[src/rtl/meas_discriminator.sv]
// Per-core readout integrator: sums signed samples over a programmable window and
// emits a thresholded state bit with a one-cycle valid strobe per decision.
module meas_discriminator #(
    parameter int N_CORES      = 5,
    parameter int SAMPLE_WIDTH = 16,
    parameter int ACC_WIDTH    = 32,
    parameter int WIN_WIDTH    = 12
) (
    input  logic                           clk,
    input  logic                           reset,
    input  logic signed [SAMPLE_WIDTH-1:0] sample       [N_CORES-1:0],
    input  logic        [N_CORES-1:0]      sample_valid,
    input  logic        [N_CORES-1:0]      meas_start,
    input  logic        [WIN_WIDTH-1:0]    win_len,
    input  logic signed [ACC_WIDTH-1:0]    threshold    [N_CORES-1:0],
    output logic        [N_CORES-1:0]      meas,
    output logic        [N_CORES-1:0]      meas_valid,
    output logic        [N_CORES-1:0]      busy,
    output logic        [2*N_CORES-1:0]    dbg_state
);

    localparam logic [1:0] S_IDLE   = 2'd0;
    localparam logic [1:0] S_ACC    = 2'd1;
    localparam logic [1:0] S_DECIDE = 2'd2;

    localparam logic signed [ACC_WIDTH-1:0] ACC_MAX = {1'b0, {(ACC_WIDTH-1){1'b1}}};
    localparam logic signed [ACC_WIDTH-1:0] ACC_MIN = {1'b1, {(ACC_WIDTH-1){1'b0}}};
    localparam logic [WIN_WIDTH-1:0]        CNT_ONE = {{(WIN_WIDTH-1){1'b0}}, 1'b1};

    for (genvar i = 0; i < N_CORES; i++) begin : g_core
        logic [1:0]                  state_q, state_d;
        logic signed [ACC_WIDTH-1:0] acc_q, acc_d;
        logic signed [ACC_WIDTH-1:0] thr_q, thr_d;
        logic [WIN_WIDTH-1:0]        cnt_q, cnt_d;
        logic [WIN_WIDTH-1:0]        len_q, len_d;
        logic [WIN_WIDTH-1:0]        cnt_inc;
        logic                        meas_q, meas_d;
        logic                        mv_q, mv_d;
        logic signed [ACC_WIDTH:0]   sum;
        logic signed [ACC_WIDTH-1:0] sat_sum;

        // One guard bit: overflow shows up as the two top bits disagreeing.
        always_comb begin
            sum = {acc_q[ACC_WIDTH-1], acc_q}
                + {{(ACC_WIDTH+1-SAMPLE_WIDTH){sample[i][SAMPLE_WIDTH-1]}}, sample[i]};
            if (sum[ACC_WIDTH] != sum[ACC_WIDTH-1]) begin
                sat_sum = sum[ACC_WIDTH] ? ACC_MIN : ACC_MAX;
            end else begin
                sat_sum = sum[ACC_WIDTH-1:0];
            end
        end

        assign cnt_inc = cnt_q + CNT_ONE;

        always_comb begin
            state_d = state_q;
            acc_d   = acc_q;
            cnt_d   = cnt_q;
            len_d   = len_q;
            thr_d   = thr_q;
            meas_d  = meas_q;
            mv_d    = 1'b0;
            case (state_q)
                S_ACC: begin
                    if (sample_valid[i]) begin
                        acc_d = sat_sum;
                        cnt_d = cnt_inc;
                        if (cnt_inc == len_q) begin
                            state_d = S_DECIDE;
                        end
                    end
                end
                S_DECIDE: begin
                    meas_d  = (acc_q >= thr_q);
                    mv_d    = 1'b1;
                    state_d = S_IDLE;
                end
                default: state_d = S_IDLE;
            endcase
            // A start overrides any sample this cycle but never cancels a decision.
            if (meas_start[i]) begin
                acc_d   = '0;
                cnt_d   = '0;
                len_d   = win_len;
                thr_d   = threshold[i];
                state_d = (win_len == '0) ? S_DECIDE : S_ACC;
            end
        end

        always_ff @(posedge clk or posedge reset) begin
            if (reset) begin
                state_q <= S_IDLE;
                acc_q   <= '0;
                thr_q   <= '0;
                cnt_q   <= '0;
                len_q   <= '0;
                meas_q  <= 1'b0;
                mv_q    <= 1'b0;
            end else begin
                state_q <= state_d;
                acc_q   <= acc_d;
                thr_q   <= thr_d;
                cnt_q   <= cnt_d;
                len_q   <= len_d;
                meas_q  <= meas_d;
                mv_q    <= mv_d;
            end
        end

        assign meas[i]           = meas_q;
        assign meas_valid[i]     = mv_q;
        assign busy[i]           = (state_q != S_IDLE);
        assign dbg_state[2*i +: 2] = state_q;
    end

endmodule
[config.mk]
export PLATFORM = sky130hd
export DESIGN_NAME = meas_discriminator
export DESIGN_NICKNAME = d
export VERILOG_FILES = /design/src/rtl/meas_discriminator.sv
export SDC_FILE = /design/constraint.sdc
export NUM_CORES = 2
export LEC_CHECK = 0
export CORE_ASPECT_RATIO = 2
export CORE_MARGIN = 2
export CORE_UTILIZATION = 40
export DETAILED_ROUTE_END_ITERATION = 8
export GPL_TIMING_DRIVEN = 0
export SKIP_CTS_REPAIR_TIMING = 1
export SLEW_MARGIN = 5
export SYNTH_ARGS = -nofsm -noshare
export SYNTH_HDL_FRONTEND = slang
export SYNTH_SLANG_ARGS = --single-unit
[constraint.sdc]
create_clock -name clk -period 43.7 [get_ports clk]
set_clock_uncertainty 0.05 [all_clocks]
set_input_delay 6.555 -clock clk [delete_from_list [all_inputs] [get_ports clk]]
set_output_delay 6.555 -clock clk [all_outputs]
set_load 0.02 [all_outputs]
==> metrics.txt <==
DIE AREA 82,080 um2; placed cells 4,996; Syn Inst Count 3,669; Synth top cells by count nand2_1 (495), dfrtp_1 (460), o21ai_0 (351), ha_1 (325), a21oi_1 (324); wire per inst 18.88 um; HPWL Detailed 75.00 mm; Worst Path Buf+Inv 3; final hold viol count 0; Post-Layout Cell Count 5,084; CTS tree yes; crit-path max FO 17; hold path start g_core[2].acc_q[23]$_DFFE_PP0P_; post-synth top area cell dfrtp_1; Max-Slew Margin vs Limit 0.1866; worst vdd ir 0.00003137 V; I/O Pins 289; top cells by area, synth dfrtp_1 (36%), ha_1 (13%), nand2_1 (5.8%), o21ai_0 (5.5%), a21oi_1 (5.1%); Synth Flop Type dfrtp_1; CP cell instances clkdlybuf4s50_1 -> ha_1 -> buf_2 -> nand2_1 -> or3b_1 -> a31o_2 -> o311ai_4 -> o211ai_1 -> a31o_2 -> nor3_2 -> clkbuf_1 -> a211oi_1 -> o21ai_1; setup TNS 0 ns; Die Wd 203.6 um; DR vias 27,830; filler cell count 7,739; critical path type input port to register; Hold/Removal Path Class register to register; max-cap viol count 0; most frequent cell after synthesis nand2_1; Top delay family on crit path buffers and inverters; pwr dens 40.08 nW/um2; vias in the first global route 28,420; Clk pin slew, worst setup/hold paths 0.06 ns; port bufs 287; first-pass GRT wire length 150.4 mm; EDFF count, synth 0; antenna violations before repair 9; initial core utilization 0.4029; dpl ws 32.90 ns; reg2reg start g_core[0].acc_q[0]$_DFFE_PP0P_; synth unique cells 96; fmax 0.09798 GHz; deepest clock path buffer count 3; static leakage 17.72 nW; Final Setup Violations 0; RePlAce Congestion 0.9632; CP most frequent cell a31o_2; DRC errors left 0; grt total ovfl 0; Critical-path top delay cell clkdlybuf4s50_1; core area 79,100 um2; crit end category register; CP Data Arrival Time 10.69 ns; Die Span Y 403.2 um; # H-tree levels 2; clock latency on the worst-skew pair 0.61 ns; max-slew violations 0; DRT iter0 DRCs 1,109; ys async rst share 1.000; Vias per Instance 5.474; PnR worst setup slack 33.49 ns; antenna viol nets, final 0; drt total wl 95.99 mm; Post-Syn Nets 4,263; crit path launch sample[15]; Tmin final 10.21 ns; share of layout cells above drive strength 1 0.05757; status finished, final reports clean; sequential area share after synthesis 0.3612; Ys Warns 0; required time of the critical path 44.18 ns; mapped cell area 31,870 um2; gr usage total 0.2325; crit start category input port; Slew @ Worst Pin 1.209 ns; Synth top area share 0.3612; syn_area_per_cell 8.686 um2; CP peak stage delay 0.87 ns; DRT Pass-1 Iters 5; tightest hold margin 0.4624 ns; reg2reg setup slack 39.81 ns; largest net degree at the start of global routing 116; CTS Buf Count 48; nets 4,604; RSZ-0062 raised after global routing false; root buf cell clkbuf_16; Rows 146; synthesis-to-layout area growth 18.69%; final period utilization 0.2335; number of synthesized register bits 460; clock sinks 460
==> layout make-up <==
cell class / count / area [um2] / area share
Multi-Input combinational cell: 2844 / 18860 / 0.4987
Sequential cell: 460 / 11510 / 0.3043
Timing Repair Buffer: 291 / 2983 / 0.07886
Clock buffer: 65 / 1376 / 0.03639
Tap cell: 1036 / 1296 / 0.03427
Inverter: 211 / 799.5 / 0.02114
Buffer: 154 / 701.9 / 0.01856
Clock inverter: 22 / 290.3 / 0.007674
Antenna cell: 1 / 2.502 / 0.00006616
==> flip-flops by register name, indices dropped and copies added (netlist names) <==
| signal | cells |
|---|---|
| g_core.mv_q | 5 |
| g_core.state_q | 10 |
| g_core.thr_q | 160 |
| g_core.len_q | 60 |
| g_core.acc_q | 160 |
| g_core.meas_q | 5 |
| g_core.cnt_q | 60 |
==> power by group <==
| group | internal, W | switching [W] | total [W] |
|---|---|---|---|
| clock network | 0.000257 | 0.000189 | 0.000446 |
| logic | 0.000235 | 0.000316 | 0.000551 |
| registers | 0.000474 | 0.0000453 | 0.000520 |
==> routing by layer <==
layer / global-route usage / share of wire
met1: 0.2464 / 0.38
met2: 0.4490 / 0.53
met3: 0.03096 / 0.040
met4: 0.1046 / 0.046
met5: 0 / 0.0011
==> tightest hold or removal path, delay by kind of cell (launching register included) <==
kind	cells	cell delay (ns)
and+or+nand+nor	2	0.11
DFF	1	0.37
==> cells by family after synthesis <==
family / after synthesis / share of synthesized area
compound gates: 1121 / 0.2134
xor+xnor: 246 / 0.06761
mux: 75 / 0.02611
flops: 460 / 0.3612
fa+ha+maj: 330 / 0.1307
simple gates: 1072 / 0.1541
buf+inv: 365 / 0.04688
==> cells in the final DEF (no fill, tap or decap), types with 23 or more instances in the layout <==
master           instances
a211oi_1                31
a21o_1                 116
a21oi_1                324
a31oi_1                 29
and3_1                  27
clkbuf_1               117
clkbuf_16               49
clkdlybuf4s50_1        287
dfrtp_1                460
ha_1                   325
inv_1                  210
mux2_2                  65
nand2_1                495
nand2b_1                26
nand3_1                 65
nand4_1                 62
nor2_1                 189
nor2b_1                 41
nor3_1                  70
o21ai_0                351
o21ai_1                 66
o21bai_1                23
xnor2_1                138
xor2_1                 108
==> stage by stage <==
stage | util | cell area [um2] | total power (W)
2_1_floorplan | - | 31870 | 0.0009090
3_3_place_gp | 0.4556 | 36040 | 0.001068
3_5_place_dp | 0.4571 | 36160 | 0.001075
4_1_cts | 0.4782 | 37820 | 0.001531
5_1_grt | 0.4782 | 37820 | 0.001615
6_report | 0.4782 | 37830 | 0.001516
==> worst paths after layout <==
check                                                        to  depth (start not counted)
worst min register to register  g_core[2].acc_q[23]$_DFFE_PP0P_                          2
min in group asynchronous       g_core[4].acc_q[27]$_DFFE_PP0P_                          2
worst min-delay path            g_core[2].acc_q[23]$_DFFE_PP0P_                          2
worst max-delay path            g_core[0].acc_q[29]$_DFFE_PP0P_                         13
max in group asynchronous       g_core[2].thr_q[23]$_DFFE_PP0P_                          4
worst max register to register  g_core[0].acc_q[30]$_DFFE_PP0P_                         12
Note: power is estimated with default switching activity, not from simulation.
